### config.mk
export PLATFORM = sky130hd
export DESIGN_NAME = ccff_chain_loader
export DESIGN_NICKNAME = d
export VERILOG_FILES = /design/src/rtl/ccff_chain_loader.sv
export SDC_FILE = /design/constraint.sdc
export NUM_CORES = 1
export LEC_CHECK = 0
export BUFFER_PORTS_ARGS = -buffer_cell sky130_fd_sc_hd__buf_2
export CAP_MARGIN = 20
export CORE_MARGIN = 5
export CORE_UTILIZATION = 51
export DETAILED_ROUTE_END_ITERATION = 16
export GPL_ROUTABILITY_DRIVEN = 0
export PLACE_DENSITY = 0.74
export SYNTH_ARGS = -nofsm -noshare
export SYNTH_HDL_FRONTEND = slang
export SYNTH_SLANG_ARGS = --single-unit
### constraint.sdc
create_clock -name prog_clk -period 2.51 [get_ports prog_clk]
set_input_delay 0.1255 -clock prog_clk [delete_from_list [all_inputs] [get_ports prog_clk]]
set_output_delay 0.1255 -clock prog_clk [all_outputs]
set_load 0.03 [all_outputs]
### src/rtl/ccff_chain_loader.sv
// Serialises parallel bitstream words onto the ccff_head -> ccff_tail configuration chain.
// An optional recirculation pass reads the chain back and compares CRC-8 signatures.
module ccff_chain_loader #(
    parameter int CHAIN_LEN = 4,
    parameter int WORD_W    = 8
) (
    input  logic              prog_clk,
    input  logic              pReset,
    input  logic              start,
    input  logic              verify_en,
    input  logic [WORD_W-1:0] word_data,
    input  logic              word_valid,
    output logic              word_ready,
    output logic              ccff_head,
    output logic              ccff_shift_en,
    input  logic              ccff_tail,
    output logic              busy,
    output logic              done,
    output logic              crc_err,
    output logic [7:0]        crc_value
);

    localparam int CW = $clog2(CHAIN_LEN + 1);
    localparam int BW = (WORD_W > 1) ? $clog2(WORD_W) : 1;
    localparam logic [7:0] CRC_POLY = 8'h07;

    typedef enum logic [1:0] {ST_IDLE, ST_LOAD, ST_VERIFY, ST_DONE} state_t;

    state_t            state_reg, state_next;
    logic              verify_reg;
    logic [WORD_W-1:0] buf_reg;
    logic              buf_full_reg, buf_full_next;
    logic [BW-1:0]     bidx_reg;
    logic [CW-1:0]     ccnt_reg;
    logic [7:0]        crc_load_reg, crc_load_next;
    logic [7:0]        crc_rb_reg, crc_rb_next;
    logic [7:0]        crc_value_reg;
    logic              crc_err_reg;
    logic              shift_en_reg, shift_en_next;

    logic              load_shift;
    logic              last_bit;
    logic              chain_last;
    logic              handshake;
    logic [31:0]       pending;
    logic              load_fb, rb_fb;
    logic [7:0]        crc_load_step, crc_rb_step;

    assign load_shift = (state_reg == ST_LOAD) && buf_full_reg;
    assign last_bit   = (bidx_reg == BW'(WORD_W - 1));
    assign chain_last = (ccnt_reg == CW'(CHAIN_LEN - 1));
    // Bits already shifted plus bits still waiting in the buffer.
    assign pending    = 32'(ccnt_reg) + (buf_full_reg ? (32'(WORD_W) - 32'(bidx_reg)) : 32'd0);
    assign handshake  = word_ready && word_valid;

    assign load_fb = crc_load_reg[7] ^ ccff_head;
    assign rb_fb   = crc_rb_reg[7] ^ ccff_tail;

    genvar gi;
    generate
        for (gi = 0; gi < 8; gi++) begin : g_crc
            if (gi == 0) begin : g_lsb
                assign crc_load_step[gi] = load_fb & CRC_POLY[gi];
                assign crc_rb_step[gi]   = rb_fb & CRC_POLY[gi];
            end else begin : g_bit
                assign crc_load_step[gi] = crc_load_reg[gi-1] ^ (load_fb & CRC_POLY[gi]);
                assign crc_rb_step[gi]   = crc_rb_reg[gi-1] ^ (rb_fb & CRC_POLY[gi]);
            end
        end
    endgenerate

    always_ff @(posedge prog_clk) begin
        if (pReset) begin
            state_reg     <= ST_IDLE;
            verify_reg    <= 1'b0;
            buf_reg       <= '0;
            buf_full_reg  <= 1'b0;
            bidx_reg      <= '0;
            ccnt_reg      <= '0;
            crc_load_reg  <= 8'h00;
            crc_rb_reg    <= 8'h00;
            crc_value_reg <= 8'h00;
            crc_err_reg   <= 1'b0;
            shift_en_reg  <= 1'b0;
        end else begin
            state_reg    <= state_next;
            buf_full_reg <= buf_full_next;
            shift_en_reg <= shift_en_next;
            crc_load_reg <= crc_load_next;
            crc_rb_reg   <= crc_rb_next;
            case (state_reg)
                ST_IDLE: begin
                    if (start) begin
                        verify_reg    <= verify_en;
                        ccnt_reg      <= '0;
                        bidx_reg      <= '0;
                        crc_value_reg <= 8'h00;
                        crc_err_reg   <= 1'b0;
                    end
                end
                ST_LOAD: begin
                    if (load_shift) begin
                        ccnt_reg <= chain_last ? '0 : ccnt_reg + CW'(1);
                        bidx_reg <= bidx_reg + BW'(1);
                    end
                    if (handshake) begin
                        buf_reg  <= word_data;
                        bidx_reg <= '0;
                    end
                end
                ST_VERIFY: ccnt_reg <= chain_last ? '0 : ccnt_reg + CW'(1);
                default: ;
            endcase
            // Results appear in the done cycle itself, so capture the final CRCs on entry.
            if (state_next == ST_DONE && state_reg != ST_DONE) begin
                crc_value_reg <= crc_load_next;
                crc_err_reg   <= verify_reg && (crc_rb_next != crc_load_next);
            end
        end
    end

    always_comb begin
        state_next = state_reg;
        case (state_reg)
            ST_IDLE:   if (start) state_next = ST_LOAD;
            ST_LOAD:   if (load_shift && chain_last) state_next = verify_reg ? ST_VERIFY : ST_DONE;
            ST_VERIFY: if (chain_last) state_next = ST_DONE;
            default:   state_next = ST_IDLE;
        endcase
    end

    always_comb begin
        buf_full_next = 1'b0;
        crc_load_next = crc_load_reg;
        crc_rb_next   = crc_rb_reg;
        case (state_reg)
            ST_IDLE: begin
                if (start) begin
                    crc_load_next = 8'h00;
                    crc_rb_next   = 8'h00;
                end
            end
            ST_LOAD: begin
                if (load_shift) crc_load_next = crc_load_step;
                if (handshake) buf_full_next = 1'b1;
                else if (load_shift && (last_bit || chain_last)) buf_full_next = 1'b0;
                else buf_full_next = buf_full_reg;
            end
            ST_VERIFY: crc_rb_next = crc_rb_step;
            default: ;
        endcase
        // Registered so the prog_clk gate enable only moves right after a rising edge.
        shift_en_next = ((state_next == ST_LOAD) && buf_full_next) || (state_next == ST_VERIFY);
    end

    always_comb begin
        word_ready = (state_reg == ST_LOAD) && (pending < 32'(CHAIN_LEN))
                     && (!buf_full_reg || last_bit);
        ccff_head = 1'b0;
        if (load_shift) ccff_head = buf_reg[bidx_reg];
        else if (state_reg == ST_VERIFY) ccff_head = ccff_tail;
        ccff_shift_en = shift_en_reg;
        busy          = (state_reg == ST_LOAD) || (state_reg == ST_VERIFY);
        done          = (state_reg == ST_DONE);
        crc_value     = crc_value_reg;
        crc_err       = crc_err_reg;
    end

endmodule

# Word level (Yosys, flattened, before mapping)
# Index checks and enable logic that the tools add are counted.
dict set report classes {
  add_sub_neg 4
  n_lt_le_gt_ge 2
  eq_ne 13
  muxes 31
  bitwise 6
  n_reduce_logical 24
}
# cell count
set op_table {}
lappend op_table {{8-bit two-way mux} 6}
lappend op_table {{3-bit by 32-bit adder with 32-bit output} 1}
lappend op_table {{32-bit by 3-bit < comparator with 1-bit output, second input constant} 1}
lappend op_table {{32-bit two-way mux} 1}
lappend op_table {{8-bit one-hot mux with 2 select lines} 2}
lappend op_table {{3-bit two-way mux} 5}
lappend op_table {{1-bit two-way mux} 10}
lappend op_table {{1-bit logical AND} 9}
lappend op_table {{3-bit one-hot mux with 3 select lines} 1}
lappend op_table {{2-bit equality test, second input constant} 4}
lappend op_table {{8-bit inequality test} 1}
lappend op_table {{3-bit by 1-bit adder with 3-bit output, second input constant} 2}
lappend op_table {{2-bit two-way mux} 3}
lappend op_table {{2-bit inequality test, second input constant} 3}
lappend op_table {{2-bit one-hot mux with 3 select lines} 1}
lappend op_table {{3-bit one-hot mux with 2 select lines} 1}
lappend op_table {{2-bit AND reduction} 3}
lappend op_table {{3-bit AND reduction} 2}
lappend op_table {{2-bit nonzero test} 3}
lappend op_table {{1-bit bitwise XOR} 6}
lappend op_table {{4-bit by 3-bit subtractor with 5-bit output, first input constant} 1}
lappend op_table {{2-bit by 1-bit equality test with 1-bit output, second input constant} 2}
lappend op_table {{1-bit logical OR} 4}
lappend op_table {{3-bit by 4-bit < comparator with 1-bit output, second input constant} 1}
lappend op_table {{other kinds (7)} 7}
dict set report word_totals {
  ff_bits 44
  in_bits 14
  out_inout_bits 14
  elab_cells 91
}

# Logic depth before layout (Yosys ltp)
dict set report logic_depth {
  word_depth 11
  mapped_depth 11
}

# Worst setup path after synthesis
# No wires, ideal clock.
dict set report synth_path {
  path_type {register to register}
  from {register bidx_reg[0]}
  to {register shift_en_reg, in the netlist ccff_shift_en}
  t_arrival_ns 2.554
  slack_ns -0.123
  path_stages_with_launch 12
  path_buffers 1
  path_cell_list {dfxtp_1 inv_1 ha_1 xnor2_1 and2_1 ha_1 or4b_1 a211o_1 buf_4 a211oi_1 a21oi_1 nor3_1}
}
dict set report synth_via {
  elab_chain_cells 11
  word_cells_on_any_way 16
  cone_classes {add/sub (2); order compare (1); eq/ne (1); mux (4); reduce/logical (8)}
}
# item line
set synth_lines {}
lappend synth_lines {{start, declared} 33} ;# logic [BW-1:0] bidx_reg;
lappend synth_lines {{start signal, assigned} 104} ;# bidx_reg <= bidx_reg + BW'(1);
lappend synth_lines {{4-bit by 3-bit subtractor with 5-bit output} 53} ;# assign pending = 32'(ccnt_reg) + (buf_full_reg ? (32'(WORD_W) - 32'(bidx_reg)) : 32'd0);
lappend synth_lines {{32-bit two-way mux} 53}
lappend synth_lines {{3-bit by 32-bit adder with 32-bit output} 53}
lappend synth_lines {{32-bit by 3-bit < comparator with 1-bit output} 157} ;# word_ready = (state_reg == ST_LOAD) && (pending < 32'(CHAIN_LEN))
lappend synth_lines {{1-bit logical AND} 157}
lappend synth_lines {{1-bit logical AND} 158} ;# && (!buf_full_reg || last_bit);
lappend synth_lines {{1-bit logical AND} 54} ;# assign handshake = word_ready && word_valid;
lappend synth_lines {{1-bit two-way mux *} 145} ;# if (handshake) buf_full_next = 1'b1;
lappend synth_lines {{1-bit two-way mux *} 136} ;# case (state_reg)
lappend synth_lines {{1-bit logical AND *} 153} ;# shift_en_next = ((state_next == ST_LOAD) && buf_full_next) || (state_next == ST_VERIFY);
lappend synth_lines {{1-bit logical OR *} 153}
lappend synth_lines {{end signal, assigned} 88} ;# shift_en_reg <= shift_en_next;
lappend synth_lines {{end, declared} 39} ;# logic shift_en_reg, shift_en_next;
# Every way passes the cells marked *; elsewhere a longest branch is shown, timed or not.
# A chain may end at the register's enable or synchronous reset.

# Final worst setup path
dict set report layout_path {
  from {register bidx_reg[0]}
  to {register bidx_reg[1]}
}
dict set report layout_via {
  elab_chain_cells 9
  word_cells_on_any_way 15
  cone_classes {add/sub (3); order compare (1); eq/ne (2); mux (4); reduce/logical (5)}
}
# item line
set layout_lines {}
lappend layout_lines {{4-bit by 3-bit subtractor with 5-bit output} 53}
lappend layout_lines {{32-bit two-way mux} 53}
lappend layout_lines {{3-bit by 32-bit adder with 32-bit output} 53}
lappend layout_lines {{32-bit by 3-bit < comparator with 1-bit output} 157}
lappend layout_lines {{1-bit logical AND} 157}
lappend layout_lines {{1-bit logical AND} 158}
lappend layout_lines {{1-bit logical AND} 54}
lappend layout_lines {{3-bit inequality test (no source line) / 3-bit two-way mux (equally long branches)} --}
lappend layout_lines {{3-bit AND reduction (no source line) / 3-bit one-hot mux with 2 select lines (equally long branches)} --}
# Parallel ways exist; a longest one is shown, timed or not. The select of a mux whose other input is x is not followed.

==> impl_metrics.json <==
{
  "synthArstFlopShare_pct": 0,
  "rsz0062_at_grt": "true",
  "synthXorXnorAreaFrac_pct": 5.97,
  "cts-hold-fix-buffers": 0,
  "worstSetupPathType": "flop to flop",
  "crit_path_end_kind": "flop",
  "tritoncts": "built",
  "vias": 1829,
  "critPathArrivalTime_ns": 2.65,
  "ir_worst_vdd_mv": 0.414,
  "max_clock_freq_mhz": 405,
  "fillCellCount": 341,
  "syn2layout_area_growth_pct": 19.2,
  "synth_cell_types": 45,
  "seq_area_frac_synth_pct": 40.0,
  "status": "completed",
  "rows": 23,
  "skew_ns": 0.00861,
  "setup-tns-final_ns": 0,
  "drcViolationCount": 0,
  "die_area_um2": 5730,
  "ant_nets": 0,
  "synth_edf_count": 0,
  "cp-start-kind": "flop",
  "p_leak_nw": 1.15,
  "cts_root_buffer": "clkbuf_8",
  "nets": 296,
  "period_share_pct": 98.4,
  "die_x_um": 75.7,
  "setup_viol": 0,
  "cp_slowest_cell": "or4b_4",
  "viasPerCell": 5.66,
  "fin_crit_ns": 2.47,
  "grt_pass1_wl_mm": 7.87,
  "yosysWarnings": 0,
  "cts_sinks": 44,
  "cp.buffers_inverters": 1,
  "ff_latch_area_um2": 883,
  "critPathRequiredTime_ns": 2.69,
  "wirelength_mm": 4.93,
  "n_antenna_cell": 0,
  "setup_ws_ns": 0.0414,
  "grt_max_degree": 21,
  "layout_commonest_cell": "dfxtp_1",
  "path_max_fanout": 4,
  "grt_pass1_vias": 1733,
  "synthCells": 231,
  "yosys.area_share.adder_pct": 5.69,
  "antenna_found_initial": 0,
  "place_ws_ns": -0.0197,
  "synth-main-ff-cell": "dfxtp_1",
  "coreArea_um2": 4090,
  "slew_viol_final": 0,
  "synth_top_family_by_area": "compound AO/OA/AOI/OAI gates",
  "cts_buffers": 5,
  "drive_gt1_share_pct": 27.1,
  "cp_cell_sequence": "inv_2 -> ha_4 -> xnor2_2 -> and2_1 -> ha_1 -> or4b_4 -> a211o_4 -> a21o_1 -> a22oi_1 -> nor2_1",
  "syn-num-nets": 255,
  "ys_seq_elements": 44,
  "dp_hpwl_mm": 3.62,
  "relSlewSlack_pct": 58.1,
  "io_pins": 28,
  "stdcell_count": 323,
  "initial_core_util_pct": 53.8,
  "dr.first_iter.drc_count": 120,
  "track_usage_pct": 18.4,
  "cpLargestDelayFamily": "compound AO/OA/AOI/OAI gates",
  "synth_compound_area_share_pct": 15.9,
  "htree_levels": 2,
  "dp_cells": 314,
  "clock_latency_ns": 0.30,
  "multi_input_area_um2": 1290,
  "slowest_delay_ns": 0.50,
  "clockBufferDepth": 2,
  "final_cell_mix": "dfxtp_1 (42), nor2_1 (29), buf_2 (27)",
  "first_pass_iters": 4,
  "drv_cap": 0,
  "finalHoldViolCount": 0,
  "power_density_nw_per_um2": 520,
  "syn_area_um2": 2200,
  "synth-simple-area-share_pct": 15.9,
  "syn_avg_cell_area_um2": 9.52,
  "cts.clk_slew.worst_paths_ns": 0.08,
  "worst_pin_slew_ns": 0.621,
  "fin_util_pct": 64.1,
  "synth_mux_area_share_pct": 12.5,
  "grt_overflow": 0,
  "die_h_um": 75.7,
  "rrSetupSlack_ns": 0.04,
  "wl_per_cell_um": 15.3,
  "min_path_type": "input pin to flop",
  "portBuffers": 27
}
## Yosys cell counts (7+ instances only)
cell | number | share of area, %
dfxtp_1 | 44 | 40
a22oi_1 | 15 | 5.1
a21oi_1 | 7 | 1.6
ha_1 | 10 | 5.7
mux2i_1 | 13 | 5.9
nor2_1 | 29 | 4.9
nand3_1 | 7 | 1.6
nand2_1 | 11 | 1.9
xnor2_1 | 10 | 4.0
inv_1 | 7 | 1.2
o21ai_0 | 12 | 2.7
## worst paths after layout
kind	to	from	cells past startpoint
max	bidx_reg[1]	bidx_reg[0]	10
min	buf_reg[3]	word_data[3]	3
max reg2reg	bidx_reg[1]	bidx_reg[0]	10
min reg2reg	crc_value[6]	crc_value[6]	2
## power by group
part	leakage (nW)	internal (mW)	switching (mW)
registers	0.357	0.709	0.00843
logic	0.742	0.0711	0.0972
clock network	0.0516	0.225	0.252
total	1.15	1.01	0.358
## timing repair
action / CTS / global route
gates resized for setup: 3 / 10
pin swaps: 5 / 2
setup endpoints to repair: 5 / 13
setup buffers: 0 / 1
## stage by stage
stage	hold WS [ns]	area, µm²	power [mW]
global placement	0.356	2460	0.889
global route	0.0727	2620	1.42
CTS	0.0530	2560	1.37
finish	0.0582	2620	1.36
detailed placement	0.365	2460	0.891
floorplan	0.269	2200	0.847
## routing by layer
| metal | share of wire, % | up-vias | global-route usage [%] |
|---|---|---|---|
| met5 | 0 | - | 0 |
| met4 | 2.6 | 0 | 8.35 |
| met3 | 3.9 | 12 | 4.22 |
| met2 | 47 | 43 | 29.4 |
| met1 | 46 | 862 | 23.7 |
| li1 | - | 912 | - |
## cells by family after synthesis
family,count (synthesis)
muxes,22
and+or+nand+nor,72
xor gates and xnor gates,15
buffers and inverters,17
AOI/OAI and AO/OA,51
DFF,44
adders and majority gates,10
## worst reg2reg max path: cells and delay by family (launching register included)
| family | cells | cell delay, ns |
|---|---|---|
| AO/OA/AOI/OAI | 3 | 0.72 |
| AND/OR/NAND/NOR | 3 | 0.71 |
| adder cells (fa/ha/maj) | 2 | 0.43 |
| flip-flops | 1 | 0.34 |
| XOR/XNOR | 1 | 0.11 |
| buffers and inverters | 1 | 0.05 |
## final cells by class
class | count | area share, %
Multi-Input combinational cell | 170 | 49.1
Inverter | 7 | 1.00
Sequential cell | 44 | 33.7
Timing Repair Buffer | 44 | 10.2
Clock inverter | 2 | 0.525
Tap cell | 50 | 2.39
Clock buffer | 6 | 3.15
Power figures use the tool's default switching activity.
